**src/rtl/g2b_sync_decoder_if.sv**
```systemverilog
// rtl/g2b_sync_decoder_if.sv - Gray-input / binary-output bus for the Gray-to-binary sync decoder.
// Optional err_cnt signal present only when G2B_ERR_CNT_EN is defined.
interface g2b_sync_decoder_if #(
  parameter int WIDTH = 4
);
  logic [WIDTH-1:0] gray_in;
  logic             en;
  logic [WIDTH-1:0] binary_out;
  logic             bin_valid;
  logic             step_err;
`ifdef G2B_ERR_CNT_EN
  logic [7:0]       err_cnt;
`endif

  modport master (
    output gray_in,
    output en,
    input  binary_out,
    input  bin_valid,
    input  step_err
`ifdef G2B_ERR_CNT_EN
    ,
    input  err_cnt
`endif
  );

  modport slave (
    input  gray_in,
    input  en,
    output binary_out,
    output bin_valid,
    output step_err
`ifdef G2B_ERR_CNT_EN
    ,
    output err_cnt
`endif
  );
endinterface

```
**src/rtl/g2b_sync_decoder.sv**
```systemverilog
// rtl/g2b_sync_decoder.sv - Synchronizes a Gray bus and converts it to registered binary with change/error strobes.
// Optional saturating step-error counter enabled by G2B_ERR_CNT_EN.
module g2b_sync_decoder #(
  parameter int WIDTH       = 4,
  parameter int SYNC_STAGES = 2
) (
  input  logic             clk,
  input  logic             rst,
  g2b_sync_decoder_if.slave bus
);
  localparam logic [WIDTH-1:0] ONE = WIDTH'(1);

  logic [WIDTH-1:0] sync_q [SYNC_STAGES];
  logic [WIDTH-1:0] gs;
  logic [WIDTH-1:0] bin_next;
  logic [WIDTH-1:0] diff;
  logic             multi_step;
  logic             update;

  logic [WIDTH-1:0] prev_gray;
  logic             primed;
  logic [WIDTH-1:0] binary_q;
  logic             bin_valid_q;
  logic             step_err_q;

  // Free-running chain: never gated by en so it always tracks the source.
  always_ff @(posedge clk or posedge rst) begin
    if (rst) begin
      for (int i = 0; i < SYNC_STAGES; i++) sync_q[i] <= '0;
    end else begin
      sync_q[0] <= bus.gray_in;
      for (int i = 1; i < SYNC_STAGES; i++) sync_q[i] <= sync_q[i-1];
    end
  end

  assign gs = sync_q[SYNC_STAGES-1];

  // Each binary bit is the parity of the Gray bits at and above it.
  always_comb begin
    bin_next = '0;
    for (int i = 0; i < WIDTH; i++) bin_next[i] = ^(gs >> i);
  end

  assign diff       = gs ^ prev_gray;
  assign multi_step = |(diff & (diff - ONE));
  assign update     = bus.en && (!primed || (gs != prev_gray));

  always_ff @(posedge clk or posedge rst) begin
    if (rst) begin
      prev_gray   <= '0;
      primed      <= 1'b0;
      binary_q    <= '0;
      bin_valid_q <= 1'b0;
      step_err_q  <= 1'b0;
    end else begin
      bin_valid_q <= 1'b0;
      step_err_q  <= 1'b0;
      if (update) begin
        binary_q    <= bin_next;
        prev_gray   <= gs;
        primed      <= 1'b1;
        bin_valid_q <= 1'b1;
        step_err_q  <= primed && multi_step;
      end
    end
  end

  assign bus.binary_out = binary_q;
  assign bus.bin_valid  = bin_valid_q;
  assign bus.step_err   = step_err_q;

`ifdef G2B_ERR_CNT_EN
  logic [7:0] err_cnt_q;

  always_ff @(posedge clk or posedge rst) begin
    if (rst) begin
      err_cnt_q <= 8'd0;
    end else if (update && primed && multi_step && (err_cnt_q != 8'hFF)) begin
      err_cnt_q <= err_cnt_q + 8'd1;
    end
  end

  assign bus.err_cnt = err_cnt_q;
`endif
endmodule

```
**src/flat_wrapper.sv**
```systemverilog
// flat-port wrapper written by rule: the top's interface ports become plain ports
module g2b_sync_decoder_flat 
#(
  parameter int WIDTH       = 4,
  parameter int SYNC_STAGES = 2
)
  (clk, rst, bus_gray_in, bus_en, bus_binary_out, bus_bin_valid, bus_step_err);
  g2b_sync_decoder_if #(.WIDTH(WIDTH)) bus_i ();
  input  logic clk;
  input  logic rst;
  input wire logic [$bits(bus_i.gray_in)-1:0] bus_gray_in;
  input wire logic [$bits(bus_i.en)-1:0] bus_en;
  output wire logic [$bits(bus_i.binary_out)-1:0] bus_binary_out;
  output wire logic [$bits(bus_i.bin_valid)-1:0] bus_bin_valid;
  output wire logic [$bits(bus_i.step_err)-1:0] bus_step_err;
  assign bus_i.gray_in = bus_gray_in;
  assign bus_i.en = bus_en;
  assign bus_binary_out = bus_i.binary_out;
  assign bus_bin_valid = bus_i.bin_valid;
  assign bus_step_err = bus_i.step_err;
  g2b_sync_decoder #(.WIDTH(WIDTH), .SYNC_STAGES(SYNC_STAGES)) u_core (.clk(clk), .rst(rst), .bus(bus_i));
endmodule
```
**config.mk**
```make
export PLATFORM = sky130hd
export DESIGN_NAME = g2b_sync_decoder_flat
export DESIGN_NICKNAME = d
export VERILOG_FILES = /design/src/rtl/g2b_sync_decoder_if.sv /design/src/rtl/g2b_sync_decoder.sv /design/src/flat_wrapper.sv
export SDC_FILE = /design/constraint.sdc
export NUM_CORES = 1
export LEC_CHECK = 0
export BUFFER_PORTS_ARGS = -buffer_cell sky130_fd_sc_hd__buf_4
export CORE_ASPECT_RATIO = 1.2
export CORE_MARGIN = 8
export CORE_UTILIZATION = 35
export DETAILED_ROUTE_END_ITERATION = 8
export HOLD_SLACK_MARGIN = 0.05
export SLEW_MARGIN = 20
export SYNTH_ARGS = -nofsm -noshare
export SYNTH_HDL_FRONTEND = slang
export SYNTH_SLANG_ARGS = --single-unit
export TNS_END_PERCENT = 30
```
**constraint.sdc**
```tcl
create_clock -name clk -period 1.9 [get_ports clk]
set_input_delay 0.19 -clock clk [delete_from_list [all_inputs] [get_ports clk]]
set_output_delay 0.19 -clock clk [all_outputs]
set_load 0.1 [all_outputs]
```
== Yosys cells after proc, flatten, opt, wreduce, memory -nomap -nowiden ==
Index checks and enable logic that the tools add are counted.

* Register bits: 19
* Input bits: 7
* Output and inout bits: 6
* Logic and storage cells: 22

* $add $sub $neg: 1
* Eq/ne operators: 1
* Mux-type cells: 2
* Bitwise logic cells: 2
* Reduce and logical (&&, ||, !) cells: 9

{| class="wikitable"
|+ Operators by type and width
! operator !! count
|-
| 4-bit parity || 4
|-
| 4-bit AND || 1
|-
| 4-bit inequality test || 1
|-
| 4-bit OR reduction || 1
|-
| 4-bit by 1-bit subtractor with 4-bit output, second input constant || 1
|-
| 4-bit bitwise XOR || 1
|-
| 1-bit logical AND || 2
|-
| 1-bit two-way mux || 2
|-
| 1-bit zero test || 1
|-
| 1-bit logical OR || 1
|}

== Longest topological paths before layout ==
Gate-level depths: netlist of the first run.

* Depth in word-level cells: 6
* Gate-level depth with buffers: 4
* Gate-level depth less buffers: 4

== Worst setup path after synthesis of the first run ==
Ideal clock, no wire load.

* Path kind: reg-to-reg
* Start point: register u_core.sync_q, in the netlist u_core.gs[0]
* End point: register u_core.binary_q[0], in the netlist u_core.bus.binary_out[0]
* Arrival time: 1257 ps
* Slack: 516 ps
* Cell stages (with the launch flop): 5
* Path buffers: 0
* Clock period less this slack: 1384 ps
* Path through: dfrtp_1 -> xor2_1 -> nor3_2 -> a31oi_4 -> mux2_4

* Longest elaborated chain between the ends: 3
* Elaborated cells on any way between the ends: 4

{| class="wikitable"
|+ RTL lines
! what !! RTL line !! text
|-
| start: declaration || g2b_sync_decoder.sv:13 || <nowiki>logic [WIDTH-1:0] sync_q [SYNC_STAGES];</nowiki>
|-
| 4-bit inequality test || g2b_sync_decoder.sv:46 || <nowiki>assign update = bus.en && (!primed || (gs != prev_gray));</nowiki>
|-
| 1-bit logical OR || g2b_sync_decoder.sv:46 ||
|-
| 1-bit logical AND || g2b_sync_decoder.sv:46 ||
|-
| net u_core.update || g2b_sync_decoder.sv:18 || <nowiki>logic update;</nowiki>
|-
| end signal: assignment || g2b_sync_decoder.sv:59 || <nowiki>binary_q <= bin_next;</nowiki>
|-
| end: declaration || g2b_sync_decoder.sv:22 || <nowiki>logic [WIDTH-1:0] binary_q;</nowiki>
|}

The timed path passes the listed nets, and every way through them passes these cells.
A chain may end at the register's enable or synchronous reset.

==> results of run 1 <==
==> what timing repair did <==
action,in CTS,in global routing
setup endpoints to repair,0,0
hold buffers,5,0
hold endpoints to repair,22,0
==> metal layers <==
metal / GRT usage (%) / vias to the layer above
met2: 10.1 / 11
met3: 3.56 / 2
met1: 6.02 / 191
li1: - / 183
met5: 0 / -
met4: 4.52 / 0
==> power breakdown <==
| group | switching (mW) | total, mW | internal, mW | leakage, nW |
|---|---|---|---|---|
| registers | 0.0207 | 0.441 | 0.420 | 0.208 |
| clock network | 0.113 | 0.230 | 0.117 | 0.0210 |
| logic | 0.223 | 0.312 | 0.0890 | 0.171 |
==> synthesized netlist by cell type <==
| library cell | count | area (um^2) |
|---|---|---|
| clkbuf_1 | 1 | 3.75 |
| a31oi_4 | 1 | 21.3 |
| xnor2_1 | 3 | 26.3 |
| o22ai_1 | 1 | 6.26 |
| a21oi_1 | 1 | 5.00 |
| mux2i_1 | 1 | 10.0 |
| nor3_2 | 1 | 10.0 |
| mux2_4 | 2 | 30.0 |
| or2_2 | 1 | 6.26 |
| nor2_1 | 1 | 3.75 |
| and3_1 | 1 | 6.26 |
| buf_4 | 1 | 7.51 |
| inv_1 | 3 | 11.3 |
| mux2_2 | 4 | 45.0 |
| dfrtp_1 | 18 | 450 |
| xor2_1 | 4 | 35.0 |
==> layout by cell type (no fill, tap or decap), types with 2 or more instances in the layout <==
cell | netlist | final
mux2_2 | 4 | 4
buf_4 | 1 | 12
xor2_1 | 4 | 4
clkbuf_4 | 0 | 3
mux2_4 | 2 | 2
dlygate4sd3_1 | 0 | 5
dfrtp_1 | 18 | 18
xnor2_1 | 3 | 3
inv_1 | 3 | 3
==> how the worst max path moves through the flow <==
stage | endpoint | slack [ns] | depth (start not counted)
after floorplan | u_core.bus.binary_out[0] | 0.52 | 4
after global placement | u_core.bus.binary_out[2] | 0.45 | 4
after detailed placement | u_core.bus.binary_out[0] | 0.43 | 4
after CTS | u_core.bus.binary_out[0] | 0.42 | 4
after global routing | u_core.bus.binary_out[0] | 0.36 | 4
final | u_core.bus.binary_out[0] | 0.43 | 4
==> metrics by stage <==
step	area (um^2)	setup WS (ns)	power (mW)	hold slack [ns]
2_1_floorplan	678	0.516	0.697	0.129
3_3_place_gp	781	0.448	0.755	0.300
3_5_place_dp	781	0.431	0.758	0.301
4_1_cts	867	0.417	0.996	0.157
5_1_grt	867	0.359	1.03	0.157
6_report	867	0.425	0.983	0.165
==> worst register-to-register path: stages (launching register included) <==
cell	delay, ns
dfrtp_1	0.42
xor2_1	0.29
nor3_2	0.10
a31oi_4	0.25
mux2_4	0.32
==> cells by family (layout without fill, tap and decap cells) <==
logic type             Yosys count  in the layout  share of synthesized area, %
AO/OA/AOI/OAI                    3              3                          4.80
multiplexers                     7              7                          12.5
XOR/XNOR                         7              7                          9.04
AND/OR/NAND/NOR                  4              4                          3.88
flip-flops                      18             18                          66.4
buffers and inverters            5             24                          3.32
==> registers in the layout, summed over array words and instances, names as in the netlist <==
signal	cells
u_core.bus.bin_valid	1
u_core.gs	4
u_core.sync_q	4
u_core.bus.binary_out	4
u_core.bus.step_err	1
u_core.primed	1
u_core.prev_gray	3
==> area by class of cell <==
class	count	area (um^2)	share of cell area [%]
timing repair buffer	17	140	16.2
sequential	18	450	51.9
clock buffer	4	36.3	4.18
multi-input combinational	21	205	23.7
inverter	3	11.3	1.30
tap	19	23.8	2.74
==> impl_metrics.toml, run 1 <==
[run_status]
outcome = "completed"

[detailed_routing]
dr_total_vias = 387
drcViolationCount = 0
wl_met1_um = 394
final_antenna_net_count = 0
routed_wire_length_per_instance_um = 11.7
drt_first_pass_iters = 2
met3_length_um = 84
drt-total-wl_um = 959
dr.max_layer_used = "met4"
routed_wl_met2_um = 463
drtIter0Drc = 2
detail_route.vias_per_cell = 4.72

[sta]
worst-slew-pin-transition_ns = 0.651
hold_viol_final = 0
final.setup_skew_ns = 0.00491
finalMaxSlewViolations = 0
relSlewSlack_pct = 56.6
setup_repair_after_global_routing_missed_its_margin = "no"
fmax_mhz = 678
layout_min_cycle_time_ns = 1.47
timing.final.crit_share_pct = 77.6
final-setup-viol-count = 0
totalNegativeSetupSlack_ns = 0

[yosys]
synthesis.yosys.warnings = 0
post_synth.cell_area_avg_um2 = 15.4
gate_count_after_technology_mapping = 44
syn-cell-area_um2 = 678
synth_nets = 51
ys_ff_latch = 18
post_synth_num_cell_types = 16
ys_seq_area_share_pct = 66.4

[critical_path]
worstPathCellList = "xor2_1 -> nor3_2 -> a31oi_4 -> mux2_4"
critPathLaunchType = "flip-flop"
path_buf_inv = 0
slowest_cell_on_crit_path = "dfrtp_1"
worst_path_dominant_cell_family = "flip-flops"
endpoint_kind = "flip-flop"
r2r-end = "u_core.bus.binary_out[0]"
rrSetupSlack_ns = 0.43
worstReg2RegStart = "u_core.bus.binary_out[3]"
setup.worst_path.start = "u_core.bus.binary_out[3]"
timing.critical_path.required_ns = 2.08
worst-r2r-cell-count = 4
timing.critical_path.fanout_max = 4
path_class = "reg -> reg"
crit_path_max_incr_delay_ns = 0.42
crit_arrival_ns = 1.65

[grt]
grt_pass1_vias = 447
largest_net_degree_at_the_start_of_global_routing = 19
antenna_violations_before_repair = 0
grt_overflow_total = 0
grt_util_all_layers_pct = 6.34
grt_pass1_wl_um = 1840

[die]
floorplan.die.width_um = 56.2
floorplan.io_pins = 13
floorplan.initialDensity_pct = 37.1
core_area_um2 = 1830
standard_cell_row_count = 17
dieArea_um2 = 3610
floorplan.die.height_um = 64.2

[power_and_ir_drop]
leakagePower_nw = 0.400
total_power_per_unit_cell_area_nw_per_um2 = 1130
max-vdd-ir-drop_mv = 0.514

[clock_tree]
path_clk_slew_ns = 0.10
count_of_buffers_added_by_post_cts_timing_repair_for_setup = 0
numClockSinks = 18
cells_resized_by_post_cts_repair = 0
clock_path_buffers = 2
insertion_delay_ns = 0.29
number_of_clock_buffers_inserted_by_tritoncts = 3
cts-root-buf = "clkbuf_4"
cts-htree-levels = 1
tritoncts = "done"

[place]
place_congestion = 0.615
placed_cells = 73
place.port_buffers = 12

[hold_path]
min_delay_path_depth = 2
hold_path.startpoint = "bus_en"
min_path_type = "in -> reg"
hold_end = "u_core.primed"

[finish]
drive_gt1_share_pct = 39.7
fin_cells = 82
num-fill-cells = 166
finalNetCount = 71
postLayoutCoreUtil_pct = 47.4
antenna-diode-count = 0
area_growth_syn_to_layout_pct = 27.9

[job]
drv_cap = 0
No activity file was read; power rests on OpenSTA's default activity.
==> run 2: changes to the inputs <==
--- a/config.mk
+++ b/config.mk
@@ -5,6 +5,7 @@
 export SDC_FILE = /design/constraint.sdc
 export NUM_CORES = 1
 export LEC_CHECK = 0
+export ABC_AREA = 1
 export BUFFER_PORTS_ARGS = -buffer_cell sky130_fd_sc_hd__buf_4
 export CORE_ASPECT_RATIO = 1.2
 export CORE_MARGIN = 8
==> constraint.sdc (replaced) <==
create_clock -name clk -period 1.2 [get_ports clk]
set_input_delay 0.12 -clock clk [delete_from_list [all_inputs] [get_ports clk]]
set_output_delay 0.12 -clock clk [all_outputs]
set_load 0.1 [all_outputs]
==> impl_metrics.toml, run 2 <==
[sta]
layout_min_cycle_time_ns = 1.19
relSlewSlack_pct = 81.5
final.setup_skew_ns = 0.0106
timing.final.crit_share_pct = 99.4
setup_repair_after_global_routing_missed_its_margin = "yes"
finalMaxSlewViolations = 0
hold_viol_final = 0
final-setup-viol-count = 0
fmax_mhz = 838
worst-slew-pin-transition_ns = 0.280

[clock_tree]
cts-root-buf = "clkbuf_4"
path_clk_slew_ns = 0.11
tritoncts = "done"
insertion_delay_ns = 0.30
cts-htree-levels = 1
number_of_clock_buffers_inserted_by_tritoncts = 3
numClockSinks = 18
clock_path_buffers = 2

[detailed_routing]
final_antenna_net_count = 0
detail_route.vias_per_cell = 4.10
drtIter0Drc = 8
drcViolationCount = 0
dr_total_vias = 562
drt_first_pass_iters = 3
routed_wire_length_per_instance_um = 9.78
drt-total-wl_um = 1340

[yosys]
yosysTopAreaCell = "dfrtp_1"
synth_ff_type = "dfrtp_1"
synth.top_cells.by_count = "32 x nand2_1, 18 x dfrtp_1, 12 x inv_1"
postSynth.asyncResetShare_pct = 100
post_synth_num_cell_types = 16
ys_seq_area_share_pct = 58.3
gate_count_after_technology_mapping = 86
synthesis.yosys.warnings = 0
synth_top_area_share_pct = 58.3
synth_nets = 93
ys_ff_latch = 18
synth_area_leaders = "dfrtp_1 58%, nand2_1 16%, inv_1 5.8%, nand3_1 4.5%, mux2i_1 2.6%"
post_synth.cell_area_avg_um2 = 8.98
syn-cell-area_um2 = 772
synth-edff-count = 0
synth.most_common_cell = "nand2_1"

[die]
core_area_um2 = 2070
floorplan.die.width_um = 58.9
standard_cell_row_count = 18
dieArea_um2 = 3970
floorplan.die.height_um = 67.4
floorplan.initialDensity_pct = 37.3
floorplan.io_pins = 13

[hold_path]
min_delay_path_depth = 2
hold_path.startpoint = "bus_en"
hold_end = "u_core.prev_gray[1]"
min_path_type = "in -> reg"

[finish]
final_area_um2 = 1020
final_cell_mix = "30 x nand2_1, 18 x dfrtp_1, 14 x buf_4"
area_of_combinational_cells_with_multiple_inputs_um2 = 289
sequential_cell_area_um2 = 450
antenna-diode-count = 0
num-fill-cells = 207
finalNetCount = 115
drive_gt1_share_pct = 31.8
area_growth_syn_to_layout_pct = 32.3
most_frequent_standard_cell_in_the_layout_excluding_fill_and_tap_cells = "nand2_1"

[critical_path]
worst_path_dominant_cell_family = "simple AND/OR/NAND/NOR gates"
endpoint_kind = "flip-flop"
timing.critical_path.fanout_max = 5
r2r-end = "u_core.bus.binary_out[0]"
worst_path_most_repeated_cell = "nand2_2"
crit_arrival_ns = 1.39
crit_path_max_incr_delay_ns = 0.43
worst-r2r-cell-count = 8
path_class = "reg -> reg"
timing.critical_path.required_ns = 1.39
slowest_cell_on_crit_path = "dfrtp_1"
worstPathCellList = "inv_1 -> nand2_1 -> nand2_2 -> nand2_2 -> nor2_2 -> nand2_2 -> nand3_2 -> nand2_1"
rrSetupSlack_ns = 0.007
critPathLaunchType = "flip-flop"
worstReg2RegStart = "u_core.gs[2]"
path_buf_inv = 1

[grt]
antenna_violations_before_repair = 0
grt_util_all_layers_pct = 7.53
largest_net_degree_at_the_start_of_global_routing = 19
grt_pass1_wl_um = 2330
grt_overflow_total = 0
grt_pass1_vias = 574

[power_and_ir_drop]
cellInternalPower_uw = 952
switching_power_uw = 523
max-vdd-ir-drop_mv = 0.864
leakagePower_nw = 0.563
post-layout-total-power_mw = 1.48
share_comb_of_total_power_pct = 28.2
total_power_per_unit_cell_area_nw_per_um2 = 1450
power.share.clock_pct = 25.6
power.switching_fraction_pct = 35.5
share_seq_of_total_power_pct = 46.3

[job]
drv_cap = 0

[place]
place.port_buffers = 12
detailedPlacementHpwl_um = 993
postPlaceCellArea_um2 = 895
place_congestion = 0.758

[run_status]
outcome = "completed"
## run 2: repair_timing
item	in CTS	in global routing
endpoints found under the hold margin	22	0
resized for setup	0	9
hold buffers	5	0
setup buffers	0	1
endpoints found under the setup margin	0	6
## run 2: final cells by class
class                      count  area share, %
sequential                    18           44.1
multi-input combinational     52           28.3
timing repair buffer          19           15.2
inverter                      14           5.15
tap                           30           3.68
clock buffer                   4           3.55
## run 2: through the flow
stage	hold WS, ns	setup WS (ns)	std cells	utilization, %	setup TNS (ns)
after global routing	0.125	-0.101	137	49.3	-0.369
after detailed placement	0.165	0.0330	127	43.2	0
after floorplan	0.0586	0.0544	86	-	0
after CTS	0.0768	0.0167	136	47.3	0
after global placement	0.155	0.0543	127	43.2	0
final	0.102	0.00687	137	49.3	0
## run 2: worst register-to-register path, delay by kind of cell (launching register included)
family	cells	cell delay (ns)
flops	1	0.43
buf+inv	1	0.08
simple gates	7	0.59
## run 2: power groups by stage
stage	clock, mW	sequential, mW	combinational (mW)
after floorplan	0	0.846	0.158
after global placement	0	0.693	0.389
after detailed placement	0	0.696	0.391
after CTS	0.387	0.683	0.404
after global routing	0.406	0.689	0.444
final	0.377	0.683	0.415
## run 2: how the worst max path moves through the flow
stage                                   startpoint                  endpoint  slack, ns  depth (start not counted)
after floorplan           u_core.bus.binary_out[0]  u_core.bus.binary_out[0]       0.05                          2
after global placement                u_core.gs[3]  u_core.bus.binary_out[2]       0.05                          8
after detailed placement              u_core.gs[3]  u_core.bus.binary_out[2]       0.03                          8
after CTS                             u_core.gs[3]  u_core.bus.binary_out[2]       0.02                          8
after global routing                  u_core.gs[2]  u_core.bus.binary_out[0]      -0.10                          8
final                                 u_core.gs[2]  u_core.bus.binary_out[0]      0.007                          8
## run 2: layer usage
metal | share of wire, % | vias to the layer above | track usage (%)
met5 | 0 | - | 0
met4 | 1.9 | 0 | 4.49
met3 | 4.8 | 2 | 2.47
li1 | - | 299 | -
met2 | 52 | 8 | 13.9
met1 | 42 | 253 | 7.05
## run 2: logic make-up after synthesis
family                 count (synthesis)  share of synthesized area [%]
XOR/XNOR                               1                           1.13
flip-flops                            18                           58.3
buffers and inverters                 16                           8.43
AO/OA/AOI/OAI                          3                           3.73
AND/OR/NAND/NOR                       46                           25.8
multiplexers                           2                           2.59
